--- src/rtl/dmem_arbiter_pkg.sv ---
// Shared constants for the data-memory arbiter slice.
// Port identifiers, FSM encodings and bus widths.
package dmem_arbiter_pkg;

    localparam int WORD_SIZE   = 32;
    localparam int DMEM_ADDR_W = WORD_SIZE;
    localparam int DMEM_DATA_W = WORD_SIZE;

    localparam logic PORT_CPU = 1'b0;
    localparam logic PORT_DBG = 1'b1;

    localparam logic [0:0] ARB_S    = 1'b0;
    localparam logic [0:0] LOCKED_S = 1'b1;

endpackage

--- src/rtl/dmem_arbiter_if.sv ---
// Bus bundle between the two requesters, the arbiter and data_mem.
// slave = arbiter view, master = requester/memory view.
interface dmem_arbiter_if
    import dmem_arbiter_pkg::*;
#(
    parameter int ADDR_W = DMEM_ADDR_W,
    parameter int DATA_W = DMEM_DATA_W
);
    logic              cpu_req;
    logic              cpu_we;
    logic [ADDR_W-1:0] cpu_addr;
    logic [DATA_W-1:0] cpu_wdata;
    logic              cpu_gnt;
    logic              cpu_rvalid;
    logic [DATA_W-1:0] cpu_rdata;

    logic              dbg_req;
    logic              dbg_we;
    logic [ADDR_W-1:0] dbg_addr;
    logic [DATA_W-1:0] dbg_wdata;
    logic              dbg_gnt;
    logic              dbg_rvalid;
    logic [DATA_W-1:0] dbg_rdata;
    logic              dbg_lock;

    logic              mem_write;
    logic              mem_read;
    logic [ADDR_W-1:0] mem_addr;
    logic [DATA_W-1:0] mem_wdata;
    logic [DATA_W-1:0] mem_rdata;

    modport slave (
        input  cpu_req, cpu_we, cpu_addr, cpu_wdata,
        output cpu_gnt, cpu_rvalid, cpu_rdata,
        input  dbg_req, dbg_we, dbg_addr, dbg_wdata, dbg_lock,
        output dbg_gnt, dbg_rvalid, dbg_rdata,
        output mem_write, mem_read, mem_addr, mem_wdata,
        input  mem_rdata
    );

    modport master (
        output cpu_req, cpu_we, cpu_addr, cpu_wdata,
        input  cpu_gnt, cpu_rvalid, cpu_rdata,
        output dbg_req, dbg_we, dbg_addr, dbg_wdata, dbg_lock,
        input  dbg_gnt, dbg_rvalid, dbg_rdata,
        input  mem_write, mem_read, mem_addr, mem_wdata,
        output mem_rdata
    );

endinterface

--- src/rtl/dmem_starve_cnt.sv ---
// Saturating count of CPU grants taken while the debug port waits.
// at_max hands the next slot to the debug port.
module dmem_starve_cnt #(
    parameter int MAX = 4
) (
    input  logic clk,
    input  logic rst,
    input  logic inc,
    input  logic clr,
    output logic at_max
);
    localparam int W = (MAX < 1) ? 1 : $clog2(MAX + 1);

    logic [W-1:0] cnt;

    assign at_max = (cnt == W'(MAX));

    // Clear wins over increment; hold once saturated.
    always_ff @(posedge clk or posedge rst) begin
        if (rst)
            cnt <= '0;
        else if (clr)
            cnt <= '0;
        else if (inc && !at_max)
            cnt <= cnt + 1'b1;
    end

endmodule

--- src/rtl/dmem_arbiter.sv ---
// Shares single-port data_mem between the CPU MEM stage and debug.
// CPU has priority, bounded by a starvation counter; debug may lock.
module dmem_arbiter
    import dmem_arbiter_pkg::*;
#(
    parameter int ADDR_W     = DMEM_ADDR_W,
    parameter int DATA_W     = DMEM_DATA_W,
    parameter int STARVE_MAX = 4
) (
    input  logic           clk,
    input  logic           rst,
    dmem_arbiter_if.slave  bus
);
    logic [0:0]        state;
    logic [0:0]        state_nxt;
    logic              cpu_win;
    logic              dbg_win;
    logic              any_win;
    logic              win_we;
    logic [ADDR_W-1:0] win_addr;
    logic [DATA_W-1:0] win_wdata;
    logic              at_max;
    logic              rd_pend;
    logic              rd_owner;

    dmem_starve_cnt #(
        .MAX (STARVE_MAX)
    ) u_starve (
        .clk    (clk),
        .rst    (rst),
        .inc    (cpu_win & bus.dbg_req),
        .clr    (dbg_win | ~bus.dbg_req),
        .at_max (at_max)
    );

    // Pick at most one winner; nothing is granted while in reset.
    always_comb begin
        cpu_win = 1'b0;
        dbg_win = 1'b0;
        if (!rst) begin
            if (state == LOCKED_S) begin
                dbg_win = bus.dbg_req;
            end else begin
                dbg_win = bus.dbg_req & (~bus.cpu_req | at_max);
                cpu_win = bus.cpu_req & ~dbg_win;
            end
        end
    end

    // Route the winner's command; idle bus is all zeros.
    always_comb begin
        win_we    = 1'b0;
        win_addr  = '0;
        win_wdata = '0;
        unique case (1'b1)
            cpu_win: begin
                win_we    = bus.cpu_we;
                win_addr  = bus.cpu_addr;
                win_wdata = bus.cpu_wdata;
            end
            dbg_win: begin
                win_we    = bus.dbg_we;
                win_addr  = bus.dbg_addr;
                win_wdata = bus.dbg_wdata;
            end
            default: ;
        endcase
    end

    assign any_win       = cpu_win | dbg_win;
    assign bus.cpu_gnt   = cpu_win;
    assign bus.dbg_gnt   = dbg_win;
    assign bus.mem_write = any_win & win_we;
    assign bus.mem_read  = any_win & ~win_we;
    assign bus.mem_addr  = win_addr;
    assign bus.mem_wdata = win_wdata;

    // Lock is entered by a locked debug grant, left when lock drops.
    always_comb begin
        state_nxt = state;
        if (state == LOCKED_S) begin
            if (!bus.dbg_lock)
                state_nxt = ARB_S;
        end else if (dbg_win && bus.dbg_lock) begin
            state_nxt = LOCKED_S;
        end
    end

    // FSM state register.
    always_ff @(posedge clk or posedge rst) begin
        if (rst)
            state <= ARB_S;
        else
            state <= state_nxt;
    end

    // Remember who issued a read so next-cycle data goes back to it.
    always_ff @(posedge clk or posedge rst) begin
        if (rst) begin
            rd_pend  <= 1'b0;
            rd_owner <= PORT_CPU;
        end else begin
            rd_pend  <= any_win & ~win_we;
            rd_owner <= dbg_win ? PORT_DBG : PORT_CPU;
        end
    end

    assign bus.cpu_rvalid = rd_pend & (rd_owner == PORT_CPU);
    assign bus.dbg_rvalid = rd_pend & (rd_owner == PORT_DBG);
    assign bus.cpu_rdata  = bus.cpu_rvalid ? bus.mem_rdata : '0;
    assign bus.dbg_rdata  = bus.dbg_rvalid ? bus.mem_rdata : '0;

endmodule

--- src/flat_wrapper.sv ---
// flat-port wrapper written by rule: the top's interface ports become plain ports
module dmem_arbiter_flat import dmem_arbiter_pkg::*;
#(
    parameter int ADDR_W     = DMEM_ADDR_W,
    parameter int DATA_W     = DMEM_DATA_W,
    parameter int STARVE_MAX = 4
)
  (clk, rst, bus_cpu_req, bus_cpu_we, bus_cpu_addr, bus_cpu_wdata, bus_cpu_gnt, bus_cpu_rvalid, bus_cpu_rdata, bus_dbg_req, bus_dbg_we, bus_dbg_addr, bus_dbg_wdata, bus_dbg_lock, bus_dbg_gnt, bus_dbg_rvalid, bus_dbg_rdata, bus_mem_write, bus_mem_read, bus_mem_addr, bus_mem_wdata, bus_mem_rdata);
  dmem_arbiter_if #(.ADDR_W(ADDR_W), .DATA_W(DATA_W)) bus_i ();
  input  logic clk;
  input  logic rst;
  input wire logic [$bits(bus_i.cpu_req)-1:0] bus_cpu_req;
  input wire logic [$bits(bus_i.cpu_we)-1:0] bus_cpu_we;
  input wire logic [$bits(bus_i.cpu_addr)-1:0] bus_cpu_addr;
  input wire logic [$bits(bus_i.cpu_wdata)-1:0] bus_cpu_wdata;
  output wire logic [$bits(bus_i.cpu_gnt)-1:0] bus_cpu_gnt;
  output wire logic [$bits(bus_i.cpu_rvalid)-1:0] bus_cpu_rvalid;
  output wire logic [$bits(bus_i.cpu_rdata)-1:0] bus_cpu_rdata;
  input wire logic [$bits(bus_i.dbg_req)-1:0] bus_dbg_req;
  input wire logic [$bits(bus_i.dbg_we)-1:0] bus_dbg_we;
  input wire logic [$bits(bus_i.dbg_addr)-1:0] bus_dbg_addr;
  input wire logic [$bits(bus_i.dbg_wdata)-1:0] bus_dbg_wdata;
  input wire logic [$bits(bus_i.dbg_lock)-1:0] bus_dbg_lock;
  output wire logic [$bits(bus_i.dbg_gnt)-1:0] bus_dbg_gnt;
  output wire logic [$bits(bus_i.dbg_rvalid)-1:0] bus_dbg_rvalid;
  output wire logic [$bits(bus_i.dbg_rdata)-1:0] bus_dbg_rdata;
  output wire logic [$bits(bus_i.mem_write)-1:0] bus_mem_write;
  output wire logic [$bits(bus_i.mem_read)-1:0] bus_mem_read;
  output wire logic [$bits(bus_i.mem_addr)-1:0] bus_mem_addr;
  output wire logic [$bits(bus_i.mem_wdata)-1:0] bus_mem_wdata;
  input wire logic [$bits(bus_i.mem_rdata)-1:0] bus_mem_rdata;
  assign bus_i.cpu_req = bus_cpu_req;
  assign bus_i.cpu_we = bus_cpu_we;
  assign bus_i.cpu_addr = bus_cpu_addr;
  assign bus_i.cpu_wdata = bus_cpu_wdata;
  assign bus_cpu_gnt = bus_i.cpu_gnt;
  assign bus_cpu_rvalid = bus_i.cpu_rvalid;
  assign bus_cpu_rdata = bus_i.cpu_rdata;
  assign bus_i.dbg_req = bus_dbg_req;
  assign bus_i.dbg_we = bus_dbg_we;
  assign bus_i.dbg_addr = bus_dbg_addr;
  assign bus_i.dbg_wdata = bus_dbg_wdata;
  assign bus_i.dbg_lock = bus_dbg_lock;
  assign bus_dbg_gnt = bus_i.dbg_gnt;
  assign bus_dbg_rvalid = bus_i.dbg_rvalid;
  assign bus_dbg_rdata = bus_i.dbg_rdata;
  assign bus_mem_write = bus_i.mem_write;
  assign bus_mem_read = bus_i.mem_read;
  assign bus_mem_addr = bus_i.mem_addr;
  assign bus_mem_wdata = bus_i.mem_wdata;
  assign bus_i.mem_rdata = bus_mem_rdata;
  dmem_arbiter #(.ADDR_W(ADDR_W), .DATA_W(DATA_W), .STARVE_MAX(STARVE_MAX)) u_core (.clk(clk), .rst(rst), .bus(bus_i));
endmodule
--- config.mk ---
export PLATFORM = sky130hd
export DESIGN_NAME = dmem_arbiter_flat
export DESIGN_NICKNAME = d
export VERILOG_FILES = /design/src/rtl/dmem_arbiter_pkg.sv /design/src/rtl/dmem_arbiter_if.sv /design/src/rtl/dmem_starve_cnt.sv /design/src/rtl/dmem_arbiter.sv /design/src/flat_wrapper.sv
export SDC_FILE = /design/constraint.sdc
export NUM_CORES = 1
export LEC_CHECK = 0
export CELL_PAD_IN_SITES_DETAIL_PLACEMENT = 2
export CELL_PAD_IN_SITES_GLOBAL_PLACEMENT = 2
export CORE_AREA = 2 2 118 120
export CTS_CLUSTER_DIAMETER = 50
export CTS_CLUSTER_SIZE = 30
export DETAILED_ROUTE_END_ITERATION = 10
export DIE_AREA = 0 0 120 122
export DONT_BUFFER_PORTS = 1
export PLACE_DENSITY = 0.46
export SLEW_MARGIN = 20
export SYNTH_ARGS = -nofsm -noshare
export SYNTH_HDL_FRONTEND = slang
export SYNTH_SLANG_ARGS = --single-unit
--- constraint.sdc ---
create_clock -name clk -period 1.6 [get_ports clk]
set_input_delay 0.32 -clock clk [delete_from_list [all_inputs] [get_ports clk]]
set_output_delay 0.32 -clock clk [all_outputs]
set_load 0.05 [all_outputs]
-- Yosys cells after proc, flatten, opt, wreduce, memory -nomap -nowiden
Cells that the tools add are included.
- add/sub/neg operators: 1
- equal/unequal tests: 1
- mux-type cells: 15
- bitwise operators: 15
- reductions and logical operators: 4
- operators with widths (operator ; number):
    $pmux 32 s2 ; 2
    $mux 32 ; 2
    $mux 1 ; 8
    $and 1x1->1 ; 7
    $mux 3 ; 2
    $not 1->1 ; 5
    $add 3x1->3 const B ; 1
    $eq 3x3->1 const B ; 1
    $or 1x1->1 ; 3
    $logic_and 1x1->1 ; 2
    $pmux 1 s2 ; 1
    $reduce_bool 2->1 ; 1
    $logic_not 1->1 ; 1
- flip-flop bits (word level): 6
- input port bits: 167
- logic and storage cells: 40

-- Depth between registers and ports, before layout
- depth after elaboration: 11
- gate-level depth with buffers: 8
- gate-level depth less buffers: 5

-- Modules after synthesis
A second synthesis with hierarchy kept.
- cells, all modules: 189
- area total of the unflattened synthesis: 1480.2 um^2
- by module, submodules not included (module ; instances ; cells an instance ; area an instance (um^2) ; seq. area each (um^2)):
    dmem_arbiter ; 1 ; 170 ; 1278.7 ; 75.1
    dmem_starve_cnt ; 1 ; 19 ; 201.4 ; 75.1

-- Least setup slack after synthesis
OpenSTA, ideal clock, no wires.
- path kind: register to output
- start: reg u_core.u_starve.cnt[0]
- end: out bus_mem_read
- arrival: 2.503 ns
- data required time: 1.280 ns
- setup slack: -1.223 ns
- cell stages (with the launch flop): 8
- path buffers: 2
- cells stage by stage: dfrtp_1 inv_1 ha_1 nand3_1 and3_1 buf_2 buf_2 a211oi_1
- word-level cells in the longest chain between the ends: 10
- elaborated cells between the ends (all ways): 13
- ends and longest elaborated chain (what ; line ; text):
    from (decl) ; dmem_starve_cnt.sv:14 ; logic [W-1:0] cnt;
    from (signal assigned) ; dmem_starve_cnt.sv:25 ; cnt <= cnt + 1'b1;
    $eq 3x3->1 (*) ; dmem_starve_cnt.sv:16 ; assign at_max = (cnt == W'(MAX));
    $or 1x1->1 (*) ; dmem_arbiter.sv:44 ; dbg_win = bus.dbg_req & (~bus.cpu_req | at_max);
    $and 1x1->1 (*) ; dmem_arbiter.sv:44 ;
    $not 1->1 (*) ; dmem_arbiter.sv:45 ; cpu_win = bus.cpu_req & ~dbg_win;
    $and 1x1->1 (*) ; dmem_arbiter.sv:45 ;
    $mux 1 (*) ; dmem_arbiter.sv:41 ; if (state == LOCKED_S) begin
    $mux 1 (*) ; dmem_arbiter.sv:40 ; if (!rst) begin
    net bus_cpu_gnt ; flat_wrapper.sv:16 ; output wire logic [$bits(bus_i.cpu_gnt)-1:0] bus_cpu_gnt;
    $pmux 1 s2 ; dmem_arbiter.sv:55 ; unique case (1'b1)
    $not 1->1 ; dmem_arbiter.sv:74 ; assign bus.mem_read = any_win & ~win_we;
    $and 1x1->1 (*) ; dmem_arbiter.sv:74 ;
    to (decl) ; flat_wrapper.sv:28 ; output wire logic [$bits(bus_i.mem_read)-1:0] bus_mem_read;
Mark *: on every way through the listed nets, which the timed path passes. The rest lies on a longest branch.

-- Worst setup path after layout
- start: reg u_core.u_starve.cnt[0]
- end: out bus_mem_wdata[30]
- word-level cells in the longest chain between the ends: 8
- elaborated cells between the ends (all ways): 10
- ends and longest elaborated chain (what ; line ; text):
    $eq 3x3->1 (*) ; dmem_starve_cnt.sv:16 ;
    $or 1x1->1 (*) ; dmem_arbiter.sv:44 ;
    $and 1x1->1 (*) ; dmem_arbiter.sv:44 ;
    $not 1->1 ; dmem_arbiter.sv:45 ;
    $and 1x1->1 ; dmem_arbiter.sv:45 ;
    $mux 1 ; dmem_arbiter.sv:41 ;
    $mux 1 ; dmem_arbiter.sv:40 ;
    $pmux 32 s2 (*) ; dmem_arbiter.sv:55 ;
    to (decl) ; flat_wrapper.sv:30 ; output wire logic [$bits(bus_i.mem_wdata)-1:0] bus_mem_wdata;
Mark *: on every way between the ends. The rest lies on a longest branch, timed or not.

==> reports/metrics.cfg <==
[synthesis]
synthFlopType=dfrtp_1
synthAdderAreaFrac_pct=1.747
ys_top_cells_by_area=a22o_1, and2_1, and3_1
yosys_warnings=0
synth_compound_area_share_pct=43.49
ys_seq_area_share_pct=10.48
syn_area_um2=1433
synth.distinct_cells=24
synthMuxAreaShare_pct=0
synth_nets=357
yosysTopAreaCellShare_pct=39.13
synthXorXnorAreaFrac_pct=0
synth_simple_gate_area_share_pct=33.97
synth-edff-count=0
async_reset_ff_share_pct=100.0
yosys.area.top_type=a22o_1
syn_area_per_cell_um2=7.620
ys_ff_latch=6
synthCells=188
synth_top_family_by_area=compound AO/OA/AOI/OAI gates

[power]
pwr-share-clk_pct=18.6
leakagePower_nw=1.928
swShare_pct=48.48
p_seq_share_pct=7.3
irDropWorstVdd_mv=0.2494
combPwrFrac_pct=74.1
finalPower_mw=2.259
switching_power_mw=1.095
p_int_mw=1.164
powerDensity_nw_per_um2=513.7

[sta]
min_period_over_period_pct=132.1
tns_ps=-34570
timing.final.hold_violations=0
rsz0062_at_grt=yes
relSlewSlack_pct=58.12
max_freq_ghz=0.4732
fin_ws_ps=-513.4
slew_violations=0
fin_crit_ps=2113
finClkSkew_ps=1.759
tightest_slew_ps=626.2
setup_viol=113

[floorplan]
dieArea_um2=14640
num_rows=43
io_pins=301
fp.dieW_um=120
core_um2=13500
start_util_pct=10.61
die_h_um=122

[detailed_routing]
routed_via_density=4.607
wl_per_cell_um=27.27
drt-total-wl_um=12570
vias=2124
first_pass_iters=3
ant_nets=0
drt_iter0_drc=37
drc=0

[clock_network]
cts.htree.levels=1
cts_buffers=3
clk_latency_ps=230
cts_root_buffer=clkbuf_16
cts_tree=built
clkTransAtPathRegs_ps=40
clockBufferDepth=2
cts_sinks=6

[cells_and_area]
syn_to_final_growth_pct=207.0
multi_input_area_um2=2036
design_area_um2=4398
register_area_um2=150.1
drive_gt1_share_pct=91.81
nFillCells=1372
final_nets=452
fin_cells=461
final_common_cell=a22o_4
final_cell_mix=a22o_4, buf_12, and3_4
antennaDiodeCount=0

[critical_path]
crit_chain=inv_2, ha_4, nand3_4, and3_4, buf_6, a22o_4, buf_12
max_stage_delay_ps=380
required_ps=1280
critPathLaunchType=flop
crit_type=reg2out
cp-end-kind=output pin
worstPathMaxFanout=6
arrival_ps=1790
crit_path_top_delay_cell=dfrtp_1
reg2reg_slack_ps=-220

[placement]
post-place-ws_ps=-368.8
gp_congestion=0.7788
numPortBuffers=0
dp_hpwl_um=7979
dpl_cell_area_um2=3266
dp_cells=422

[global_route]
antenna_found_initial=0
grt_pass1_vias=2367
grt_max_degree=34
grt_util_all_layers_pct=14.96
grt_overflow=0
grt_pass1_wl_um=16370

[outcome]
status=complete, but fails checks
violations=setup timing

[run]
max_cap_viol_count=0

[min_path]
hold_class=in2reg

-- per-layer routing --
| metal | up-vias | routed length [um] | GRT usage [%] |
|---|---|---|---|
| met5 | - | 0 | 0 |
| met4 | 0 | 134 | 2.500 |
| met3 | 8 | 1333 | 5.197 |
| met2 | 179 | 7181 | 29.94 |
| met1 | 1019 | 3922 | 14.94 |
| li1 | 918 | - | - |
-- cell families (layout without fill, tap and decap cells) --
family / after synthesis / after routing
AND/OR/NAND/NOR: 79 / 80
adder cells (fa/ha/maj): 2 / 2
flip-flops: 6 / 6
buffers and inverters: 28 / 120
AO/OA/AOI/OAI: 73 / 73
-- synthesized netlist by cell type (all sizes together) (4+ instances only) --
library cell / count
nand2: 4
buf: 14
dfrtp: 6
and3: 33
and2: 33
a22o: 64
clkbuf: 10
inv: 4
-- final timing paths --
path                                           to                    from  cells after the start
hold reg to reg                      u_core.state            u_core.state                      1
setup / recovery                bus_mem_wdata[30]  u_core.u_starve.cnt[0]                      7
min in group asynchronous  u_core.u_starve.cnt[0]                     rst                      3
setup reg to reg                   u_core.rd_pend  u_core.u_starve.cnt[0]                      6
hold / removal                       u_core.state            bus_dbg_lock                      1
max in group asynchronous  u_core.u_starve.cnt[2]                     rst                      3
-- what timing repair did --
| item | CTS | global route |
|---|---|---|
| hold endpoints to repair | 3 | 0 |
| setup endpoints to repair | 133 | 135 |
| gates resized for setup | 109 | 25 |
| hold buffers | 1 | 0 |
| gates cloned | 13 | 5 |
| pin swaps | 48 | 28 |
| buffers inserted | 12 | 10 |
-- state kept, by name, summed over array words and instances, names as in the netlist --
signal and count:
u_core.rd_owner 1, u_core.state 1, u_core.rd_pend 1, u_core.u_starve.cnt 3
-- per-stage QoR --
step / util [%] / hold WS, ps
finish: 32.57 / 211.7
global route: 32.57 / 211.4
CTS: 31.14 / 208.1
detailed placement: 24.18 / 203.1
global placement: 24.18 / 200.4
floorplan: - / 93.15
-- cell type report --
| class | instances | share of cell area [%] |
|---|---|---|
| clock buffer | 3 | 1.707 |
| inverter | 4 | 0.3414 |
| multi-input combinational | 155 | 46.29 |
| sequential | 6 | 3.414 |
| tap | 180 | 5.121 |
| timing repair buffer | 113 | 43.13 |
-- critical path: cells and delay by family (launching register included) --
family,cells,cell delay [ps]
buffers and inverters,3,400
flip-flops,1,380
adder cells (fa/ha/maj),1,180
AO/OA/AOI/OAI,1,250
AND/OR/NAND/NOR,2,350
-- power groups by stage --
stage	sequential [mW]	combinational, mW	clock, mW
2_1_floorplan	0.166	1.06	0
3_3_place_gp	0.165	1.30	0
3_5_place_dp	0.165	1.31	0
4_1_cts	0.165	1.63	0.431
5_1_grt	0.166	1.73	0.446
6_report	0.165	1.67	0.421
(Power assumes the default switching activity.)
